[src/rtl/uivtc_prog_if.sv]
`default_nettype none
// ============================================================================
// Module      : uivtc_prog_if
// Description : Configuration bus for the programmable video timing
//               controller. Carries a complete timing set plus an update
//               strobe toward the controller, and the reject/pending status
//               back from it.
//   master : drives cfg_*_i and cfg_upd_i; observes cfg_err_o, cfg_pend_o
//   slave  : the timing controller side
// Revision    : 1.0 - initial release
// ============================================================================
interface uivtc_prog_if #(
    parameter int CNT_W = 12
) ();
    logic [CNT_W-1:0] cfg_h_act_i;
    logic [CNT_W-1:0] cfg_h_tot_i;
    logic [CNT_W-1:0] cfg_hs_start_i;
    logic [CNT_W-1:0] cfg_hs_end_i;
    logic [CNT_W-1:0] cfg_v_act_i;
    logic [CNT_W-1:0] cfg_v_tot_i;
    logic [CNT_W-1:0] cfg_vs_start_i;
    logic [CNT_W-1:0] cfg_vs_end_i;
    logic             cfg_hs_pol_i;
    logic             cfg_vs_pol_i;
    logic             cfg_upd_i;
    logic             cfg_err_o;
    logic             cfg_pend_o;

    modport master (
        output cfg_h_act_i, cfg_h_tot_i, cfg_hs_start_i, cfg_hs_end_i,
        output cfg_v_act_i, cfg_v_tot_i, cfg_vs_start_i, cfg_vs_end_i,
        output cfg_hs_pol_i, cfg_vs_pol_i, cfg_upd_i,
        input  cfg_err_o, cfg_pend_o
    );

    modport slave (
        input  cfg_h_act_i, cfg_h_tot_i, cfg_hs_start_i, cfg_hs_end_i,
        input  cfg_v_act_i, cfg_v_tot_i, cfg_vs_start_i, cfg_vs_end_i,
        input  cfg_hs_pol_i, cfg_vs_pol_i, cfg_upd_i,
        output cfg_err_o, cfg_pend_o
    );
endinterface
`default_nettype wire

[src/rtl/uivtc_prog.sv]
`default_nettype none
// ============================================================================
// Module      : uivtc_prog
// Description : Runtime-programmable video timing controller. Generates
//               HS/VS/DE, an early pixel request, pixel coordinates, a
//               frame-start pulse and a completed-frame counter. New timing
//               is validated on cfg_upd_i and only takes effect on a frame
//               boundary (or at once while idle).
// Ports       :
//   vtc_clk_i / vtc_rstn_i : pixel clock, async active-low reset
//   vtc_en_i               : run enable (level); a frame always completes
//   cfg (slave)            : timing set, update strobe, err/pending status
//   vtc_hs_o/vs_o/de_o     : video syncs (polarity applied) and data enable
//   vtc_req_o              : DE predicted REQ_LEAD cycles early
//   vtc_x_o / vtc_y_o      : coordinates aligned with vtc_de_o, else 0
//   vtc_fs_o               : pulse with pixel (0,0) on vtc_de_o
//   vtc_frame_cnt_o        : completed frames, wraps at 16 bits
// Revision    : 1.0 - initial release
// ============================================================================
module uivtc_prog #(
    parameter int CNT_W        = 12,
    parameter int REQ_LEAD     = 1,
    parameter int DEF_H_ACT    = 1920,
    parameter int DEF_H_TOT    = 2200,
    parameter int DEF_HS_START = 2008,
    parameter int DEF_HS_END   = 2052,
    parameter int DEF_V_ACT    = 1080,
    parameter int DEF_V_TOT    = 1125,
    parameter int DEF_VS_START = 1084,
    parameter int DEF_VS_END   = 1089,
    parameter bit DEF_HS_POL   = 1'b1,
    parameter bit DEF_VS_POL   = 1'b1
) (
    input  logic             vtc_clk_i,
    input  logic             vtc_rstn_i,
    input  logic             vtc_en_i,
    uivtc_prog_if.slave      cfg,
    output logic             vtc_hs_o,
    output logic             vtc_vs_o,
    output logic             vtc_de_o,
    output logic             vtc_req_o,
    output logic [CNT_W-1:0] vtc_x_o,
    output logic [CNT_W-1:0] vtc_y_o,
    output logic             vtc_fs_o,
    output logic [15:0]      vtc_frame_cnt_o
);

    typedef struct packed {
        logic [CNT_W-1:0] h_act;
        logic [CNT_W-1:0] h_tot;
        logic [CNT_W-1:0] hs_start;
        logic [CNT_W-1:0] hs_end;
        logic [CNT_W-1:0] v_act;
        logic [CNT_W-1:0] v_tot;
        logic [CNT_W-1:0] vs_start;
        logic [CNT_W-1:0] vs_end;
        logic             hs_pol;
        logic             vs_pol;
    } cfg_t;

    typedef struct packed {
        logic             de;
        logic             hs;
        logic             vs;
        logic             fs;
        logic [CNT_W-1:0] x;
        logic [CNT_W-1:0] y;
    } pix_t;

    typedef enum logic [0:0] {
        ST_IDLE = 1'b0,
        ST_RUN  = 1'b1
    } state_t;

    localparam logic [CNT_W-1:0] c_one  = CNT_W'(1);
    localparam logic [CNT_W-1:0] c_four = CNT_W'(4);

    localparam cfg_t c_def_cfg = '{
        h_act:    CNT_W'(DEF_H_ACT),
        h_tot:    CNT_W'(DEF_H_TOT),
        hs_start: CNT_W'(DEF_HS_START),
        hs_end:   CNT_W'(DEF_HS_END),
        v_act:    CNT_W'(DEF_V_ACT),
        v_tot:    CNT_W'(DEF_V_TOT),
        vs_start: CNT_W'(DEF_VS_START),
        vs_end:   CNT_W'(DEF_VS_END),
        hs_pol:   DEF_HS_POL,
        vs_pol:   DEF_VS_POL
    };

    localparam pix_t c_pix_rst = '{
        de: 1'b0, hs: ~DEF_HS_POL, vs: ~DEF_VS_POL, fs: 1'b0, x: '0, y: '0
    };

    state_t           r_state, w_state_nxt;
    logic [CNT_W-1:0] r_hcnt, r_vcnt, w_hcnt_nxt, w_vcnt_nxt;
    cfg_t             r_act, r_pend_cfg, w_eff, w_new;
    logic             r_pend, r_err, r_req;
    logic [15:0]      r_frame_cnt;
    pix_t             r_pipe [0:REQ_LEAD];
    pix_t             w_pix;
    logic             w_run, w_fend, w_valid, w_apply;
    logic             w_de_raw, w_hs_raw, w_vs_raw;

    // A pending config is applied on the first idle cycle, so if enable rises
    // on that same cycle pixel (0,0) must already use the pending set.
    assign w_eff = (r_state == ST_IDLE && r_pend) ? r_pend_cfg : r_act;
    // The IDLE->RUN cycle is itself pixel (0,0).
    assign w_run = (r_state == ST_RUN) || vtc_en_i;

    always_comb begin
        w_new.h_act    = cfg.cfg_h_act_i;
        w_new.h_tot    = cfg.cfg_h_tot_i;
        w_new.hs_start = cfg.cfg_hs_start_i;
        w_new.hs_end   = cfg.cfg_hs_end_i;
        w_new.v_act    = cfg.cfg_v_act_i;
        w_new.v_tot    = cfg.cfg_v_tot_i;
        w_new.vs_start = cfg.cfg_vs_start_i;
        w_new.vs_end   = cfg.cfg_vs_end_i;
        w_new.hs_pol   = cfg.cfg_hs_pol_i;
        w_new.vs_pol   = cfg.cfg_vs_pol_i;
    end

    assign w_valid = (w_new.h_act != '0) && (w_new.h_act < w_new.hs_start) &&
                     (w_new.hs_start < w_new.hs_end) && (w_new.hs_end <= w_new.h_tot) &&
                     (w_new.v_act != '0) && (w_new.v_act <= w_new.vs_start) &&
                     (w_new.vs_start < w_new.vs_end) && (w_new.vs_end <= w_new.v_tot) &&
                     (w_new.h_tot >= c_four);

    // Next-state and counter advance
    always_comb begin
        w_state_nxt = r_state;
        w_hcnt_nxt  = r_hcnt;
        w_vcnt_nxt  = r_vcnt;
        w_fend      = 1'b0;
        if (w_run) begin
            if (r_hcnt == w_eff.h_tot - c_one) begin
                w_hcnt_nxt = '0;
                if (r_vcnt == w_eff.v_tot - c_one) begin
                    w_vcnt_nxt = '0;
                    w_fend     = 1'b1;
                end else begin
                    w_vcnt_nxt = r_vcnt + c_one;
                end
            end else begin
                w_hcnt_nxt = r_hcnt + c_one;
            end
            w_state_nxt = (w_fend && !vtc_en_i) ? ST_IDLE : ST_RUN;
        end
    end

    always_ff @(posedge vtc_clk_i or negedge vtc_rstn_i) begin
        if (!vtc_rstn_i) begin
            r_state     <= ST_IDLE;
            r_hcnt      <= '0;
            r_vcnt      <= '0;
            r_frame_cnt <= '0;
        end else begin
            r_state <= w_state_nxt;
            r_hcnt  <= w_hcnt_nxt;
            r_vcnt  <= w_vcnt_nxt;
            if (w_fend) begin
                r_frame_cnt <= r_frame_cnt + 16'd1;
            end
        end
    end

    // Config staging. On a coincident update and apply, the old pending set
    // goes active (non-blocking read) while the new one becomes pending.
    assign w_apply = (r_state == ST_IDLE || w_fend) && r_pend;

    always_ff @(posedge vtc_clk_i or negedge vtc_rstn_i) begin
        if (!vtc_rstn_i) begin
            r_act      <= c_def_cfg;
            r_pend_cfg <= c_def_cfg;
            r_pend     <= 1'b0;
            r_err      <= 1'b0;
        end else begin
            r_err <= cfg.cfg_upd_i && !w_valid;
            if (w_apply) begin
                r_act <= r_pend_cfg;
            end
            if (cfg.cfg_upd_i && w_valid) begin
                r_pend_cfg <= w_new;
                r_pend     <= 1'b1;
            end else if (w_apply) begin
                r_pend <= 1'b0;
            end
        end
    end

    // Raw timing from the counters; forced inactive while idle
    assign w_de_raw = w_run && (r_hcnt < w_eff.h_act) && (r_vcnt < w_eff.v_act);
    assign w_hs_raw = w_run && (r_hcnt >= w_eff.hs_start) && (r_hcnt < w_eff.hs_end);
    assign w_vs_raw = w_run && (r_vcnt >= w_eff.vs_start) && (r_vcnt < w_eff.vs_end);

    always_comb begin
        w_pix.de = w_de_raw;
        w_pix.hs = w_hs_raw ^ ~w_eff.hs_pol;
        w_pix.vs = w_vs_raw ^ ~w_eff.vs_pol;
        w_pix.fs = w_de_raw && (r_hcnt == '0) && (r_vcnt == '0);
        w_pix.x  = w_de_raw ? r_hcnt : '0;
        w_pix.y  = w_de_raw ? r_vcnt : '0;
    end

    // req sees raw DE after one stage; everything else after 1+REQ_LEAD
    always_ff @(posedge vtc_clk_i or negedge vtc_rstn_i) begin
        if (!vtc_rstn_i) begin
            r_req <= 1'b0;
            for (int i = 0; i <= REQ_LEAD; i++) begin
                r_pipe[i] <= c_pix_rst;
            end
        end else begin
            r_req     <= w_de_raw;
            r_pipe[0] <= w_pix;
            for (int i = 1; i <= REQ_LEAD; i++) begin
                r_pipe[i] <= r_pipe[i-1];
            end
        end
    end

    assign vtc_req_o       = r_req;
    assign vtc_de_o        = r_pipe[REQ_LEAD].de;
    assign vtc_hs_o        = r_pipe[REQ_LEAD].hs;
    assign vtc_vs_o        = r_pipe[REQ_LEAD].vs;
    assign vtc_fs_o        = r_pipe[REQ_LEAD].fs;
    assign vtc_x_o         = r_pipe[REQ_LEAD].x;
    assign vtc_y_o         = r_pipe[REQ_LEAD].y;
    assign vtc_frame_cnt_o = r_frame_cnt;
    assign cfg.cfg_err_o   = r_err;
    assign cfg.cfg_pend_o  = r_pend;

endmodule
`default_nettype wire

[src/flat_wrapper.sv]
// flat-port wrapper written by rule: the top's interface ports become plain ports
module uivtc_prog_flat 
#(
    parameter int CNT_W        = 12,
    parameter int REQ_LEAD     = 1,
    parameter int DEF_H_ACT    = 1920,
    parameter int DEF_H_TOT    = 2200,
    parameter int DEF_HS_START = 2008,
    parameter int DEF_HS_END   = 2052,
    parameter int DEF_V_ACT    = 1080,
    parameter int DEF_V_TOT    = 1125,
    parameter int DEF_VS_START = 1084,
    parameter int DEF_VS_END   = 1089,
    parameter bit DEF_HS_POL   = 1'b1,
    parameter bit DEF_VS_POL   = 1'b1
)
  (vtc_clk_i, vtc_rstn_i, vtc_en_i, vtc_hs_o, vtc_vs_o, vtc_de_o, vtc_req_o, vtc_x_o, vtc_y_o, vtc_fs_o, vtc_frame_cnt_o, cfg_cfg_h_act_i, cfg_cfg_h_tot_i, cfg_cfg_hs_start_i, cfg_cfg_hs_end_i, cfg_cfg_v_act_i, cfg_cfg_v_tot_i, cfg_cfg_vs_start_i, cfg_cfg_vs_end_i, cfg_cfg_hs_pol_i, cfg_cfg_vs_pol_i, cfg_cfg_upd_i, cfg_cfg_err_o, cfg_cfg_pend_o);
  uivtc_prog_if #(.CNT_W(CNT_W)) cfg_i ();
  input  logic vtc_clk_i;
  input  logic vtc_rstn_i;
  input  logic vtc_en_i;
  output logic vtc_hs_o;
  output logic vtc_vs_o;
  output logic vtc_de_o;
  output logic vtc_req_o;
  output logic [CNT_W-1:0] vtc_x_o;
  output logic [CNT_W-1:0] vtc_y_o;
  output logic vtc_fs_o;
  output logic [15:0] vtc_frame_cnt_o;
  input wire logic [$bits(cfg_i.cfg_h_act_i)-1:0] cfg_cfg_h_act_i;
  input wire logic [$bits(cfg_i.cfg_h_tot_i)-1:0] cfg_cfg_h_tot_i;
  input wire logic [$bits(cfg_i.cfg_hs_start_i)-1:0] cfg_cfg_hs_start_i;
  input wire logic [$bits(cfg_i.cfg_hs_end_i)-1:0] cfg_cfg_hs_end_i;
  input wire logic [$bits(cfg_i.cfg_v_act_i)-1:0] cfg_cfg_v_act_i;
  input wire logic [$bits(cfg_i.cfg_v_tot_i)-1:0] cfg_cfg_v_tot_i;
  input wire logic [$bits(cfg_i.cfg_vs_start_i)-1:0] cfg_cfg_vs_start_i;
  input wire logic [$bits(cfg_i.cfg_vs_end_i)-1:0] cfg_cfg_vs_end_i;
  input wire logic [$bits(cfg_i.cfg_hs_pol_i)-1:0] cfg_cfg_hs_pol_i;
  input wire logic [$bits(cfg_i.cfg_vs_pol_i)-1:0] cfg_cfg_vs_pol_i;
  input wire logic [$bits(cfg_i.cfg_upd_i)-1:0] cfg_cfg_upd_i;
  output wire logic [$bits(cfg_i.cfg_err_o)-1:0] cfg_cfg_err_o;
  output wire logic [$bits(cfg_i.cfg_pend_o)-1:0] cfg_cfg_pend_o;
  assign cfg_i.cfg_h_act_i = cfg_cfg_h_act_i;
  assign cfg_i.cfg_h_tot_i = cfg_cfg_h_tot_i;
  assign cfg_i.cfg_hs_start_i = cfg_cfg_hs_start_i;
  assign cfg_i.cfg_hs_end_i = cfg_cfg_hs_end_i;
  assign cfg_i.cfg_v_act_i = cfg_cfg_v_act_i;
  assign cfg_i.cfg_v_tot_i = cfg_cfg_v_tot_i;
  assign cfg_i.cfg_vs_start_i = cfg_cfg_vs_start_i;
  assign cfg_i.cfg_vs_end_i = cfg_cfg_vs_end_i;
  assign cfg_i.cfg_hs_pol_i = cfg_cfg_hs_pol_i;
  assign cfg_i.cfg_vs_pol_i = cfg_cfg_vs_pol_i;
  assign cfg_i.cfg_upd_i = cfg_cfg_upd_i;
  assign cfg_cfg_err_o = cfg_i.cfg_err_o;
  assign cfg_cfg_pend_o = cfg_i.cfg_pend_o;
  uivtc_prog #(.CNT_W(CNT_W), .REQ_LEAD(REQ_LEAD), .DEF_H_ACT(DEF_H_ACT), .DEF_H_TOT(DEF_H_TOT), .DEF_HS_START(DEF_HS_START), .DEF_HS_END(DEF_HS_END), .DEF_V_ACT(DEF_V_ACT), .DEF_V_TOT(DEF_V_TOT), .DEF_VS_START(DEF_VS_START), .DEF_VS_END(DEF_VS_END), .DEF_HS_POL(DEF_HS_POL), .DEF_VS_POL(DEF_VS_POL)) u_core (.vtc_clk_i(vtc_clk_i), .vtc_rstn_i(vtc_rstn_i), .vtc_en_i(vtc_en_i), .cfg(cfg_i), .vtc_hs_o(vtc_hs_o), .vtc_vs_o(vtc_vs_o), .vtc_de_o(vtc_de_o), .vtc_req_o(vtc_req_o), .vtc_x_o(vtc_x_o), .vtc_y_o(vtc_y_o), .vtc_fs_o(vtc_fs_o), .vtc_frame_cnt_o(vtc_frame_cnt_o));
endmodule
[config.mk]
export PLATFORM = sky130hd
export DESIGN_NAME = uivtc_prog_flat
export DESIGN_NICKNAME = d
export VERILOG_FILES = /design/src/rtl/uivtc_prog_if.sv /design/src/rtl/uivtc_prog.sv /design/src/flat_wrapper.sv
export SDC_FILE = /design/constraint.sdc
export NUM_CORES = 1
export LEC_CHECK = 0
export ABC_AREA = 1
export CAP_MARGIN = 5
export CELL_PAD_IN_SITES_DETAIL_PLACEMENT = 0
export CELL_PAD_IN_SITES_GLOBAL_PLACEMENT = 1
export CORE_MARGIN = 2
export CORE_UTILIZATION = 44
export DETAILED_ROUTE_END_ITERATION = 6
export GPL_TIMING_DRIVEN = 0
export PLACE_DENSITY = 0.79
export SYNTH_ARGS = -nofsm -noshare
export SYNTH_HDL_FRONTEND = slang
export SYNTH_SLANG_ARGS = --single-unit
[constraint.sdc]
create_clock -name vtc_clk_i -period 3.8 [get_ports vtc_clk_i]
set_input_delay 0.76 -clock vtc_clk_i [delete_from_list [all_inputs] [get_ports vtc_clk_i]]
set_output_delay 0.76 -clock vtc_clk_i [all_outputs]
set_load 0.01 [all_outputs]
==> impl_metrics.json, run 1 <==
{
  "drive_gt1_frac": 0.09302,
  "num_rows": 73,
  "critPathLaunchType": "register",
  "required_ps": 4200,
  "synth_area_sq_um": 17560,
  "portBuffers": 147,
  "dr.pass1.iters": 7,
  "rr_startpoint": "u_core.r_state",
  "finClkSkew_ps": 27.07,
  "fmax_mhz": 284.8,
  "rr_worst_depth": 23,
  "seqCellArea_sq_um": 7472,
  "first_global_vias": 14640,
  "rsz0062_at_grt": "no",
  "synth_most_common_cell": "nand2_1",
  "use_met1": 0.3685,
  "cp_max_fo": 27,
  "violations": "design-rule violations",
  "clock_sinks": 295,
  "die_h_um": 203.8,
  "wirelength_mm": 51.60,
  "area_delta_synth_final_pct": 19.63,
  "min_period_ps": 3511,
  "period_share": 0.9239,
  "cts_root_buf": "clkbuf_16",
  "p_seq_frac": 0.460,
  "relSlewSlack": 0.4027,
  "cp-end-kind": "register",
  "vias_per_cell": 5.185,
  "max_stage_delay_ps": 480,
  "crit_top_cell": "nand2_1",
  "clk_latency_ps": 530,
  "maxCapViolCount": 0,
  "swShare": 0.3402,
  "synth_cell_types": 41,
  "critical_path_class": "register to register",
  "die_w_um": 203.8,
  "power_frac_clock": 0.332,
  "grtUsageTotal": 0.2537,
  "cts_tree": "done",
  "ff2ff_setup_slack_ps": 290,
  "htree_levels": 2,
  "syn-num-nets": 2443,
  "boundaryPins": 149,
  "met2_usage": 0.4015,
  "leakage_uw": 0.01102,
  "antenna_found_initial": 0,
  "synth-main-ff-cell": "dfrtp_1",
  "fin_area_sq_um": 21010,
  "power.internal_uw": 6884,
  "arrival_ps": 3910,
  "multi_input_area_sq_um": 8653,
  "syn_avg_cell_area_sq_um": 7.994,
  "drv_slew": 0,
  "crit_family": "simple AND/OR/NAND/NOR gates",
  "netlist_instances": 2197,
  "overflow": 0,
  "wl_per_cell_um": 17.59,
  "grt_max_degree": 125,
  "ys_top_cells_by_area": "dfrtp_1, nand2_1, dfstp_2",
  "finish.utilization": 0.5312,
  "drt_iter0_markers": 1164,
  "synthTopCellsByCount": "nand2_1, nand3_1, dfrtp_1",
  "synth_edf_count": 0,
  "ys_async_sr_fraction": 1.000,
  "detail-route-antenna-nets": 0,
  "die_area_sq_um": 41530,
  "status": "finished with violations",
  "p_sw_uw": 3550,
  "hold_viol": 0,
  "yosysWarnings": 0,
  "dp_hpwl_mm": 39.63,
  "crit_slowest_cell": "dfrtp_1",
  "path_buf_inv": 5,
  "cts_hold_buf": 0,
  "remaining_drc_errors": 6,
  "hold_path.class": "primary input to asynchronous set/reset pin",
  "fin_setup_tns_ps": 0,
  "clk_pin_slew_worst_paths_ps": 60,
  "placed_cell_area_sq_um": 19750,
  "grt_pass1_wl_mm": 81.79,
  "gp_congestion": 0.8849,
  "clockBufferDepth": 3,
  "cts_made_buffers": 34,
  "setup_violations": 0,
  "fillers": 3792,
  "start_util": 0.4441,
  "path_cells": "inv_2 > nand2_8 > buf_6 > nand2_1 > nand2_1 > ha_1 > nand3_1 > nor2_4 > nand2_1 > nand3_1 > nand2_1 > clkinv_1 > nand2_1 > nor2_1 > nand2_1 > nor2_2 > nand2_1 > nand2_2 > nand2_2 > buf_6 > buf_6 > nand2_1 > nand2_1",
  "synth_top_cell_by_area": "dfrtp_1",
  "crit-reg2reg-capture": "u_core.r_act[21]",
  "core_sq_um": 39550,
  "grt.busiest_layer": "met2",
  "powerDensity_nw_per_um2": 496.6,
  "globalRouteMet3Util": 0.02892,
  "vias": 15210,
  "antenna_cells": 0,
  "yosysSeqAreaShare": 0.4255,
  "synth-seq-cells": 295,
  "vdd_drop_max_v": 0.0002509,
  "worst_pin_slew_ps": 896.0,
  "yosysTopAreaCellShare": 0.3178,
  "nets": 2630,
  "pwr-share-comb": 0.208
}
## kinds of logic (layout without fill, tap and decap cells)
kind of cell	Yosys count	count (layout)	share of synthesized area
and+or+nand+nor	1172	1172	0.2838
buffers and inverters	329	540	0.08371
DFF	295	295	0.4255
AOI/OAI and AO/OA	155	155	0.04880
adders and majority gates	144	144	0.1026
muxes	66	66	0.03762
xor gates and xnor gates	36	36	0.01795
## what timing repair did
action / 4_1_cts / 5_1_grt
setup buffers: 0 / 4
gates resized for setup: 10 / 13
setup endpoints to repair: 127 / 154
pin swaps: 0 / 2
## placed cells by master, fill, tap and decap left out, types with 7 or more instances in the layout
cell	instances
clkinv_4	7
a21oi_1	57
inv_1	207
nand2_1	706
dfrtp_1	223
nor4_1	16
o21ai_1	16
buf_6	17
xor2_1	26
ha_1	144
clkbuf_1	49
clkbuf_16	35
clkdlybuf4s50_1	146
nand4_1	22
o21ai_0	54
dfstp_2	72
xnor2_1	10
nor2_1	74
buf_2	15
nand3_1	289
buf_4	30
nor3_1	40
mux2i_1	66
## stage by stage
stage	cells	setup slack (ps)	total power, uW	hold WS, ps
finish	2933	289.3	10430	190.5
global route	2933	17.49	11060	223.7
CTS	2929	21.87	10480	186.6
detailed placement	2871	-1100	6973	334.7
global placement	2869	-10750	6869	334.5
floorplan	2197	444.2	5855	331.2
## how the worst max path moves through the flow
stage          depth (start not counted)                   from                     to  slack [ps]
2_1_floorplan                         13  u_core.cfg.cfg_pend_o      u_core.r_pipe[42]         440
3_3_place_gp                           1             vtc_rstn_i  u_core.r_pend_cfg[53]      -10750
3_5_place_dp                          15    cfg_cfg_h_tot_i[11]  u_core.r_pend_cfg[10]       -1100
4_1_cts                               14   cfg_cfg_hs_end_i[11]  u_core.cfg.cfg_pend_o          20
5_1_grt                               23         u_core.r_state       u_core.r_act[22]          20
6_report                              23         u_core.r_state       u_core.r_act[21]         290
## power groups by stage
stage          clock network (uW)  registers (uW)  logic (uW)
6_report                     3460            4800        2170
4_1_cts                      3540            4760        2180
5_1_grt                      3670            4850        2550
2_1_floorplan                   0            4360        1500
3_5_place_dp                    0            4810        2160
3_3_place_gp                    0            4790        2080
## metal layers
layer,vias up,wire length (um),part of all wire
li1,7548,-,-
met1,7160,24310,0.47
met2,432,23190,0.45
met3,68,2884,0.056
met4,0,1209,0.023
met5,-,0,0
## flip-flops by register name, indices dropped and copies added, names as in the netlist, 12 cells and up
register / count
u_core.vtc_x_o: 12
u_core.vtc_frame_cnt_o: 16
u_core.r_pipe: 27
u_core.r_vcnt: 12
u_core.r_act: 98
u_core.r_hcnt: 12
u_core.vtc_y_o: 12
u_core.r_pend_cfg: 98
## cell type report
| type | count | share of cell area |
|---|---|---|
| plain buffers | 113 | 0.03216 |
| inverters | 214 | 0.03823 |
| clock inverters | 21 | 0.01263 |
| well taps | 525 | 0.03127 |
| clock buffers | 39 | 0.04383 |
| repair buffers | 153 | 0.07433 |
| flip-flops and latches | 295 | 0.3557 |
| multi-input cells | 1573 | 0.4119 |
Note: power is estimated with default switching activity, not from simulation.
==> inputs of run 2 (changes only) <==
--- a/config.mk
+++ b/config.mk
@@ -9,8 +9,8 @@
 export CAP_MARGIN = 5
 export CELL_PAD_IN_SITES_DETAIL_PLACEMENT = 0
 export CELL_PAD_IN_SITES_GLOBAL_PLACEMENT = 1
-export CORE_MARGIN = 2
 export CORE_UTILIZATION = 44
+export CTS_BUF_LIST = sky130_fd_sc_hd__clkbuf_4 sky130_fd_sc_hd__clkbuf_8 sky130_fd_sc_hd__clkbuf_16
 export DETAILED_ROUTE_END_ITERATION = 6
 export GPL_TIMING_DRIVEN = 0
 export PLACE_DENSITY = 0.79
==> run 2 against run 1 <==
The flow now finishes without violations. Via count about the same. Fmax is 1.2% lower. Worst hold slack worse by 7.8 ps. Combinational power hardly changed. Highest routed layer unchanged. First-iteration DRC count down 9.7%. Clock-buffer cell count is 6 higher. Cell count decreased by 0.31%. Sequential power is essentially flat.
==> impl_metrics.json, run 2 (synthesis gave the netlist of run 1 again) <==
{
  "status": "complete, no violations",
  "cts_made_buffers": 34,
  "min_period_ps": 3552,
  "grt_pass1_wl_mm": 82.21,
  "path_buf_inv": 3,
  "dr.pass1.iters": 5,
  "wl_per_cell_um": 17.55,
  "largestRegisters": "u_core.r_act x98, u_core.r_pend_cfg x98, u_core.r_pipe x27",
  "fmax_mhz": 281.5,
  "swShare": 0.3334,
  "dp_cells": 2864,
  "portBuffers": 147,
  "drt_iter0_markers": 1051,
  "die_w_um": 201.8,
  "core_sq_um": 39010,
  "cp-end-kind": "register",
  "die_area_sq_um": 40720,
  "leakage_uw": 0.01103,
  "die_h_um": 201.8,
  "max_stage_delay_ps": 440,
  "vias": 15200,
  "fillers": 3727,
  "clock_sinks": 295,
  "path_cells": "buf_4 > nand2_8 > buf_2 > mux2i_1 > ha_1 > a21oi_1 > o21ai_0 > a2111oi_0 > nand3_1 > clkbuf_1 > nor3_1",
  "power_frac_clock": 0.343,
  "cts_root_buf": "clkbuf_16",
  "worst_pin_slew_ps": 845.9,
  "final_common_cell": "nand2_1",
  "area_delta_synth_final_pct": 19.76,
  "htree_levels": 2,
  "drv_slew": 0,
  "rsz0062_at_grt": "yes",
  "crit_family": "buffers and inverters",
  "dp_hpwl_mm": 39.50,
  "cts_tree": "done",
  "maxCapViolCount": 0,
  "hold_viol": 0,
  "critical_path_class": "register to register",
  "period_share": 0.9348,
  "powerDensity_nw_per_um2": 504.4,
  "fin_area_sq_um": 21030,
  "cp_max_fo": 27,
  "remaining_drc_errors": 0,
  "critPathLaunchType": "register",
  "num_rows": 72,
  "final_cell_mix": "nand2_1, nand3_1, dfrtp_1",
  "power.internal_uw": 7072,
  "overflow": 0,
  "nets": 2626,
  "crit_slowest_cell": "a2111oi_0",
  "multi_input_area_sq_um": 8643,
  "cp.depth": 11,
  "vdd_drop_max_v": 0.0002556,
  "relSlewSlack": 0.4360,
  "pwr-share-comb": 0.205,
  "vias_per_cell": 5.199,
  "clockBufferDepth": 3,
  "antenna_found_initial": 0,
  "gp_congestion": 0.8884,
  "setup_violations": 0,
  "fin_cells": 2924,
  "first_global_vias": 14860,
  "antenna_cells": 0,
  "finish.utilization": 0.5392,
  "drive_gt1_frac": 0.09227,
  "detail-route-antenna-nets": 0,
  "p_seq_frac": 0.451,
  "clk_pin_slew_worst_paths_ps": 60,
  "clk_latency_ps": 530,
  "post_cts_buffers": 0,
  "start_util": 0.4502,
  "finClkSkew_ps": 21.36,
  "hold_path.class": "primary input to asynchronous set/reset pin",
  "cts_hold_buf": 0,
  "rr_worst_depth": 11,
  "boundaryPins": 149,
  "required_ps": 4210,
  "grt_max_degree": 123,
  "wirelength_mm": 51.31,
  "arrival_ps": 3970,
  "p_sw_uw": 3537,
  "placed_cell_area_sq_um": 19740,
  "grtUsageTotal": 0.2565,
  "seqCellArea_sq_um": 7472
}
[run 2: final cells by class]
class                      count  share of cell area
tap                          518             0.03081
timing repair buffer         149             0.07281
buffer                       113             0.03195
multi-input combinational   1573              0.4109
clock inverter                17             0.01196
clock buffer                  45             0.04807
sequential                   295              0.3553
inverter                     214             0.03819
[run 2: metrics by stage]
step                hold WS (ps)  total power [uW]  TNS (ps)  setup slack (ps)
floorplan                  331.2              5855         0             444.2
global placement           333.4              6857  -2981760            -10790
detailed placement         334.7              6962    -87950             -1048
CTS                        188.5             10640         0             13.08
global route               214.0             11230    -50.96            -50.96
finish                     182.6             10610         0             247.6
[run 2: what timing repair did]
item	in CTS	in global routing
resized for setup	9	9
gates cloned	0	0
endpoints found under the setup margin	127	135
[run 2: power groups by stage]
stage | clock (uW) | combinational [uW] | sequential [uW]
3_3_place_gp | 0 | 2080 | 4780
2_1_floorplan | 0 | 1500 | 4360
6_report | 3640 | 2180 | 4790
3_5_place_dp | 0 | 2170 | 4790
4_1_cts | 3710 | 2190 | 4740
5_1_grt | 3830 | 2550 | 4850
[run 2: worst register-to-register path, delay by kind of cell, from the launching register on]
kind	cells	cell delay, ps
AO/OA/AOI/OAI	3	700
adder cells (fa/ha/maj)	1	270
buffers and inverters	3	910
flip-flops	1	430
multiplexers	1	270
AND/OR/NAND/NOR	3	870
[run 2: path summary, 6_finish.rpt]
kind | startpoint | to | slack, ps
max in group asynchronous | vtc_rstn_i | u_core.r_pend_cfg[84] | 2600
setup reg to reg | u_core.cfg.cfg_pend_o | u_core.r_pipe[31] | 250
setup / recovery | u_core.cfg.cfg_pend_o | u_core.r_pipe[31] | 250
min in group vtc_clk_i | u_core.r_pipe[34] | u_core.vtc_y_o[6] | 340
hold / removal | vtc_rstn_i | u_core.vtc_y_o[3] | 180
hold reg to reg | u_core.r_pipe[34] | u_core.vtc_y_o[6] | 340
[run 2: layer usage]
| layer | wire [um] | part of all wire | track usage | vias up |
|---|---|---|---|---|
| met5 | 0 | 0 | 0 | - |
| met4 | 1402 | 0.027 | 0.07955 | 0 |
| met3 | 2426 | 0.047 | 0.02951 | 84 |
| met2 | 22820 | 0.44 | 0.4038 | 407 |
| met1 | 24660 | 0.48 | 0.3690 | 7175 |
| li1 | - | - | - | 7536 |
==> inputs of run 3 (changes only) <==
--- a/config.mk
+++ b/config.mk
@@ -17,3 +17,4 @@
 export SYNTH_ARGS = -nofsm -noshare
 export SYNTH_HDL_FRONTEND = slang
 export SYNTH_SLANG_ARGS = --single-unit
+export TNS_END_PERCENT = 30
==> results of run 3 <==
Final layout, timing and power as in run 2 (identical DEF).
